`config.mk`:
```
export PLATFORM = sky130hd
export DESIGN_NAME = mips_run_controller_flat
export DESIGN_NICKNAME = d
export VERILOG_FILES = /design/src/rtl/mips_run_controller_if.sv /design/src/rtl/mips_run_controller.sv /design/src/flat_wrapper.sv
export SDC_FILE = /design/constraint.sdc
export NUM_CORES = 1
export LEC_CHECK = 0
export CAP_MARGIN = 20
export CORE_UTILIZATION = 30
export CTS_CLUSTER_DIAMETER = 200
export CTS_CLUSTER_SIZE = 30
export DETAILED_ROUTE_END_ITERATION = 16
export MAX_ROUTING_LAYER = met4
export PLACE_DENSITY = 0.73
export SYNTH_ARGS = -nofsm -noshare
export SYNTH_HDL_FRONTEND = slang
export SYNTH_SLANG_ARGS = --single-unit
```
`constraint.sdc`:
```
create_clock -name clk -period 3.34 [get_ports clk]
set_clock_uncertainty 0.2 [all_clocks]
set_input_delay 0.501 -clock clk [delete_from_list [all_inputs] [get_ports clk]]
set_output_delay 0.501 -clock clk [all_outputs]
set_load 0.01 [all_outputs]
```
`src/rtl/mips_run_controller_if.sv`:
```
// Dump stream between the run controller and a downstream checker.
// Valid/ready handshake: a beat transfers when both are high on a rising edge.
interface mips_run_controller_if;
  logic        valid;
  logic        ready;
  logic [7:0]  index;
  logic [31:0] data;

  modport master (output valid, output index, output data, input ready);
  modport slave  (input valid, input index, input data, output ready);
endinterface

```
`src/rtl/mips_run_controller.sv`:
```
// Run sequencer for the single-cycle MIPS core: releases the core on start,
// ends the run on a NOP streak or watchdog, then dumps a data-memory window.
module mips_run_controller #(
  parameter int unsigned NOP_LIMIT  = 9,
  parameter int unsigned WATCHDOG   = 500,
  parameter int unsigned DUMP_WORDS = 22,
  parameter int unsigned DUMP_BASE  = 0
) (
  input  logic                   clk,
  input  logic                   rst,
  input  logic                   start,
  input  logic [31:0]            inst,
  output logic                   cpu_rst_n,
  input  logic [31:0]            cpu_data_addr,
  input  logic [31:0]            cpu_data_in,
  input  logic                   cpu_data_wr,
  output logic [31:0]            cpu_data_out,
  output logic [31:0]            mem_data_addr,
  output logic [31:0]            mem_data_in,
  output logic                   mem_data_wr,
  input  logic [31:0]            mem_data_out,
  mips_run_controller_if.master  dump,
  output logic                   busy,
  output logic                   done,
  output logic                   timeout
);

  localparam int unsigned NopW = $clog2(NOP_LIMIT + 1);
  localparam int unsigned CycW = $clog2(WATCHDOG + 1);

  typedef enum logic [2:0] {StIdle, StRun, StDumpRd, StDumpOut, StDone} state_e;

  state_e            state_q, state_d;
  logic [NopW-1:0]   nop_cnt_q, nop_cnt_d;
  logic [CycW-1:0]   cyc_cnt_q, cyc_cnt_d;
  logic [7:0]        idx_q, idx_d;
  logic              timeout_q, timeout_d;
  logic              cpu_rst_n_q;
  logic [31:0]       dump_data_q, dump_data_d;
  logic [7:0]        dump_index_q, dump_index_d;
  logic              halt, wd_expire;

  // State and datapath registers; core reset follows the next state so it is glitch-free.
  always_ff @(posedge clk or posedge rst) begin
    if (rst) begin
      state_q      <= StIdle;
      nop_cnt_q    <= '0;
      cyc_cnt_q    <= '0;
      idx_q        <= '0;
      timeout_q    <= 1'b0;
      cpu_rst_n_q  <= 1'b0;
      dump_data_q  <= '0;
      dump_index_q <= '0;
    end else begin
      state_q      <= state_d;
      nop_cnt_q    <= nop_cnt_d;
      cyc_cnt_q    <= cyc_cnt_d;
      idx_q        <= idx_d;
      timeout_q    <= timeout_d;
      cpu_rst_n_q  <= (state_d == StRun);
      dump_data_q  <= dump_data_d;
      dump_index_q <= dump_index_d;
    end
  end

  // Next-state and counter updates.
  always_comb begin
    state_d      = state_q;
    nop_cnt_d    = nop_cnt_q;
    cyc_cnt_d    = cyc_cnt_q;
    idx_d        = idx_q;
    timeout_d    = timeout_q;
    dump_data_d  = dump_data_q;
    dump_index_d = dump_index_q;
    halt         = (inst == 32'd0) && (nop_cnt_q == NopW'(NOP_LIMIT - 1));
    wd_expire    = (cyc_cnt_q == CycW'(WATCHDOG - 1));
    unique case (state_q)
      StIdle, StDone: begin
        if (start) begin
          state_d   = StRun;
          nop_cnt_d = '0;
          cyc_cnt_d = '0;
          timeout_d = 1'b0;
        end
      end
      StRun: begin
        cyc_cnt_d = cyc_cnt_q + 1'b1;
        nop_cnt_d = (inst == 32'd0) ? nop_cnt_q + 1'b1 : '0;
        if (halt || wd_expire) begin
          state_d   = StDumpRd;
          idx_d     = '0;
          // A halt on the watchdog's last cycle still counts as a clean halt.
          timeout_d = wd_expire && !halt;
        end
      end
      StDumpRd: begin
        dump_data_d  = mem_data_out;
        dump_index_d = idx_q;
        state_d      = StDumpOut;
      end
      StDumpOut: begin
        if (dump.ready) begin
          if (idx_q == 8'(DUMP_WORDS - 1)) begin
            state_d = StDone;
          end else begin
            idx_d   = idx_q + 8'd1;
            state_d = StDumpRd;
          end
        end
      end
      default: state_d = StIdle;
    endcase
  end

  // Outputs and memory-port ownership, decoded from the registered state.
  always_comb begin
    busy          = (state_q == StRun) || (state_q == StDumpRd) || (state_q == StDumpOut);
    done          = (state_q == StDone);
    dump.valid    = (state_q == StDumpOut);
    if (state_q == StRun) begin
      mem_data_addr = cpu_data_addr;
      mem_data_in   = cpu_data_in;
      mem_data_wr   = cpu_data_wr;
      cpu_data_out  = mem_data_out;
    end else begin
      mem_data_addr = 32'(DUMP_BASE) + {22'd0, idx_q, 2'b00};
      mem_data_in   = 32'd0;
      mem_data_wr   = 1'b0;
      cpu_data_out  = 32'd0;
    end
  end

  assign cpu_rst_n  = cpu_rst_n_q;
  assign timeout    = timeout_q;
  assign dump.data  = dump_data_q;
  assign dump.index = dump_index_q;

endmodule
```
`src/flat_wrapper.sv`:
```
// flat-port wrapper written by rule: the top's interface ports become plain ports
module mips_run_controller_flat 
#(
  parameter int unsigned NOP_LIMIT  = 9,
  parameter int unsigned WATCHDOG   = 500,
  parameter int unsigned DUMP_WORDS = 22,
  parameter int unsigned DUMP_BASE  = 0
)
  (clk, rst, start, inst, cpu_rst_n, cpu_data_addr, cpu_data_in, cpu_data_wr, cpu_data_out, mem_data_addr, mem_data_in, mem_data_wr, mem_data_out, busy, done, timeout, dump_valid, dump_index, dump_data, dump_ready);
  mips_run_controller_if dump_i ();
  input  logic clk;
  input  logic rst;
  input  logic start;
  input  logic [31:0] inst;
  output logic cpu_rst_n;
  input  logic [31:0] cpu_data_addr;
  input  logic [31:0] cpu_data_in;
  input  logic cpu_data_wr;
  output logic [31:0] cpu_data_out;
  output logic [31:0] mem_data_addr;
  output logic [31:0] mem_data_in;
  output logic mem_data_wr;
  input  logic [31:0] mem_data_out;
  output logic busy;
  output logic done;
  output logic timeout;
  output wire logic [$bits(dump_i.valid)-1:0] dump_valid;
  output wire logic [$bits(dump_i.index)-1:0] dump_index;
  output wire logic [$bits(dump_i.data)-1:0] dump_data;
  input wire logic [$bits(dump_i.ready)-1:0] dump_ready;
  assign dump_valid = dump_i.valid;
  assign dump_index = dump_i.index;
  assign dump_data = dump_i.data;
  assign dump_i.ready = dump_ready;
  mips_run_controller #(.NOP_LIMIT(NOP_LIMIT), .WATCHDOG(WATCHDOG), .DUMP_WORDS(DUMP_WORDS), .DUMP_BASE(DUMP_BASE)) u_core (.clk(clk), .rst(rst), .start(start), .inst(inst), .cpu_rst_n(cpu_rst_n), .cpu_data_addr(cpu_data_addr), .cpu_data_in(cpu_data_in), .cpu_data_wr(cpu_data_wr), .cpu_data_out(cpu_data_out), .mem_data_addr(mem_data_addr), .mem_data_in(mem_data_in), .mem_data_wr(mem_data_wr), .mem_data_out(mem_data_out), .dump(dump_i), .busy(busy), .done(done), .timeout(timeout));
endmodule
```
==> insert_results.sql <==
INSERT INTO impl_metrics (metric_group, metric, value, unit) VALUES
('clocking', 'cts-root-buf', 'sky130_fd_sc_hd__clkbuf_16', ''),
('grt', 'first_global_vias', '4018', ''),
('yosys', 'synth_area_per_cell', '10.1', 'sq um'),
('clocking', 'cts_tree', 'built', ''),
('setup_path', 'timing.critical_path.max_delay_family', 'buffers and inverters', ''),
('grt', 'first_pass_grt_wire_length', '20.7', 'mm'),
('min_path', 'worst_hold_path.endpoint', 'u_core.cyc_cnt_q[8]', ''),
('pwr', 'ir_worst_vdd', '412', 'uV'),
('floorplan', 'floorplan.initialDensity', '31.1', '%'),
('timing', 'sum_of_negative_setup_slack', '0', 'ps'),
('detailed_routing', '1st_iter_drt_viols', '217', ''),
('setup_path', 'worst-setup-path-type', 'reg -> out', ''),
('floorplan', 'die_width', '114', 'um'),
('timing', 'final-max-slew-violation-count', '0', ''),
('setup_path', 'worst_setup_path_start_kind', 'register', ''),
('setup_path', 'critical_path_endpoint_category', 'output port', ''),
('detailed_routing', 'drt_pass1_iterations', '4', ''),
('setup_path', 'worstPathCellList', 'nor3b_2, buf_12, and2_1, clkdlybuf4s50_1', ''),
('placement', 'post-dp-hpwl', '10.1', 'mm'),
('timing', 'timing_hold_violations_final', '0', ''),
('setup_path', 'timing.reg2reg.setup_slack', '910', 'ps'),
('placement', 'place.detailed.instances', '800', ''),
('setup_path', 'timing.critical_path.from', 'u_core.state_q[0]', ''),
('placement', 'placedInstanceArea', '6700', 'sq um'),
('detailed_routing', 'detail_route.drc_violations', '0', ''),
('clocking', 'hold_buffers', '0', ''),
('placement', 'count_of_buffers_inserted_at_the_top_level_ports', '274', ''),
('timing', 'min_period', '3010', 'ps'),
('timing', 'maxClockFrequency', '332', 'MHz'),
('floorplan', 'die_height', '114', 'um'),
('finish', 'antennaDiodeCount', '0', ''),
('setup_path', 'reg2regPathDepth', '5', ''),
('clocking', 'cts-buffers-inserted', '9', ''),
('pwr', 'cell_leakage_power', '2.85', 'nW'),
('grt', 'groute.layer.met3.usage', '3.02', '%'),
('grt', 'pin_count_of_the_biggest_net_entering_global_routing', '111', ''),
('setup_path', 'r2r_end', 'u_core.idx_q[1]', ''),
('detailed_routing', 'detail_route.wirelength', '13.3', 'mm'),
('yosys', 'netlist_area', '3780', 'sq um'),
('timing', 'grt_setup_unrepaired', 'false', ''),
('setup_path', 'timing.critical_path.buf_inv', '2', ''),
('setup_path', 'worst-path-max-fanout', '110', ''),
('yosys', 'synth-seq-cells', '66', ''),
('yosys', 'synth_compound_area_share', '6.26', '%'),
('finish', 'final_net_count', '781', ''),
('detailed_routing', 'drt.antenna.violating_nets', '0', ''),
('setup_path', 'cp_data_arrival_time', '2310', 'ps'),
('clocking', 'total_number_of_clock_tree_sinks', '66', ''),
('timing', 'slew-limit-headroom', '43.8', '%'),
('setup_path', 'critical_path.max_stage_delay', '580', 'ps'),
('clocking', 'postCtsResizedCells', '0', ''),
('detailed_routing', 'drt-wirelength-per-cell', '16.3', 'um'),
('grt', 'grt_overflow', '0', ''),
('finish', 'areaGrowthSynthToFinish', '84.7', '%'),
('yosys', 'synthAdderAreaFrac', '1.66', '%'),
('grt', 'use_met2', '36.2', '%'),
('clocking', 'clock_tree_buffer_depth', '2', ''),
('floorplan', 'floorplan.io_pins', '275', ''),
('floorplan', 'dieArea', '13000', 'sq um'),
('setup_path', 'slowest_stage', 'sky130_fd_sc_hd__clkdlybuf4s50_1', ''),
('timing', 'transition_time_of_the_tightest_slew_check_pin', '843', 'ps'),
('min_path', 'hold-path-cell-count', '1', ''),
('floorplan', 'core-area', '12200', 'sq um'),
('yosys', 'synth.lib_cells_used.distinct', '51', ''),
('run', 'max_cap_violations', '0', ''),
('timing', 'fin_crit_sh', '90.1', '%'),
('outcome', 'run_status', 'complete, no violations', ''),
('grt', 'global_route_layer_with_the_greatest_usage', 'met2', ''),
('clocking', 'clock_insertion_delay_worst_skew', '320', 'ps'),
('yosys', 'ys_seq_area_share', '43.7', '%'),
('yosys', 'synthCells', '375', '');
-- layout by cell type (no fill, tap or decap), types with 2 or more instances in the layout --
cell type / instances
sky130_fd_sc_hd__mux2i_1: 3
sky130_fd_sc_hd__nor2_1: 10
sky130_fd_sc_hd__inv_1: 8
sky130_fd_sc_hd__a31oi_1: 2
sky130_fd_sc_hd__nor4_1: 2
sky130_fd_sc_hd__ha_1: 5
sky130_fd_sc_hd__xor2_1: 3
sky130_fd_sc_hd__and3_1: 2
sky130_fd_sc_hd__nor3_1: 2
sky130_fd_sc_hd__nand3b_1: 3
sky130_fd_sc_hd__o21ai_0: 17
sky130_fd_sc_hd__and2_1: 89
sky130_fd_sc_hd__clkbuf_16: 9
sky130_fd_sc_hd__buf_4: 4
sky130_fd_sc_hd__nand4_2: 2
sky130_fd_sc_hd__clkdlybuf4s50_1: 274
sky130_fd_sc_hd__a22o_1: 3
sky130_fd_sc_hd__nand2_1: 36
sky130_fd_sc_hd__xnor2_1: 2
sky130_fd_sc_hd__dfrtp_1: 66
sky130_fd_sc_hd__nand4_1: 7
sky130_fd_sc_hd__clkinv_2: 3
sky130_fd_sc_hd__nand3_1: 8
sky130_fd_sc_hd__mux2_2: 42
sky130_fd_sc_hd__o32ai_1: 2
sky130_fd_sc_hd__nor4_2: 6
sky130_fd_sc_hd__and4bb_2: 2
sky130_fd_sc_hd__a21oi_1: 4
sky130_fd_sc_hd__and3b_1: 2
-- cells in the mapped netlist, types with 2 or more instances --
library cell                n
sky130_fd_sc_hd__mux2_2    42
sky130_fd_sc_hd__nor2b_1    2
sky130_fd_sc_hd__and4bb_2   2
sky130_fd_sc_hd__nand3_1    8
sky130_fd_sc_hd__nand3b_1   3
sky130_fd_sc_hd__and2_1    89
sky130_fd_sc_hd__clkbuf_1  16
sky130_fd_sc_hd__ha_1       5
sky130_fd_sc_hd__nor4_1     2
sky130_fd_sc_hd__nor4_2     6
sky130_fd_sc_hd__xor2_1     3
sky130_fd_sc_hd__a22o_1     3
sky130_fd_sc_hd__nor3_1     2
sky130_fd_sc_hd__inv_1      9
sky130_fd_sc_hd__mux2i_1    3
sky130_fd_sc_hd__nand4_1    7
sky130_fd_sc_hd__buf_1      4
sky130_fd_sc_hd__and3b_1    2
sky130_fd_sc_hd__xnor2_1    2
sky130_fd_sc_hd__nand2_1   36
sky130_fd_sc_hd__o21ai_0   17
sky130_fd_sc_hd__nand4_2    2
sky130_fd_sc_hd__buf_4      2
sky130_fd_sc_hd__a31oi_1    2
sky130_fd_sc_hd__dfrtp_1   66
sky130_fd_sc_hd__a21oi_1    4
sky130_fd_sc_hd__nor2_1    10
sky130_fd_sc_hd__and3_1     2
sky130_fd_sc_hd__o32ai_1    2
-- logic make-up after synthesis --
family,count (synthesis)
multiplexers,46
flip-flops,66
AND/OR/NAND/NOR,185
buffers and inverters,31
AO/OA/AOI/OAI,37
adder cells (fa/ha/maj),5
XOR/XNOR,5
-- worst register-to-register path, stage by stage, from the launching register on --
cell and delay [ps]:
sky130_fd_sc_hd__dfrtp_1 540, sky130_fd_sc_hd__nor3b_2 310, sky130_fd_sc_hd__buf_12 350, sky130_fd_sc_hd__nand3_1 320, sky130_fd_sc_hd__and3b_1 310, sky130_fd_sc_hd__mux2_4 290
-- stage by stage --
| stage | utilization (%) | hold WS, ps | total power, mW |
|---|---|---|---|
| floorplan | - | 236 | 2.60 |
| global placement | 55.1 | 264 | 4.37 |
| detailed placement | 55.1 | 284 | 4.41 |
| CTS | 57.4 | 292 | 5.34 |
| global route | 57.4 | 322 | 5.59 |
| finish | 57.4 | 277 | 5.27 |
-- flip-flops by register name (all words and copies together), names as in the netlist --
name,count
u_core.dump.data,32
u_core.cyc_cnt_q,9
u_core.dump.index,8
u_core.idx_q,8
u_core.nop_cnt_q,4
u_core.state_q,3
u_core.cpu_rst_n,1
u_core.timeout,1
-- per-layer routing --
metal,wire (um),share of wire [%]
met1,5660,43
met2,6810,51
met3,713,5.4
met4,106,0.80
met5,0,0
-- worst max-delay path by stage --
stage,endpoint,cells after the start
finish,mem_data_in[9],4
global route,mem_data_in[9],4
CTS,mem_data_in[11],4
detailed placement,u_core.idx_q[1],6
global placement,u_core.idx_q[1],6
floorplan,mem_data_addr[6],7
-- where the power goes --
group	switching, mW	total [mW]	internal [mW]
sequential	0.197	1.27	1.07
combinational	1.31	3.12	1.81
clock	0.324	0.889	0.565
-- cell type report --
type                            count  area share [%]
Clock buffer                       10            3.28
Clock inverter                      4           0.646
Inverter                            9           0.484
Multi-Input combinational cell    278            28.9
Sequential cell                    66            23.7
Tap cell                          168            3.01
Timing Repair Buffer              279            40.0
Note: power is estimated with default switching activity, not from simulation.
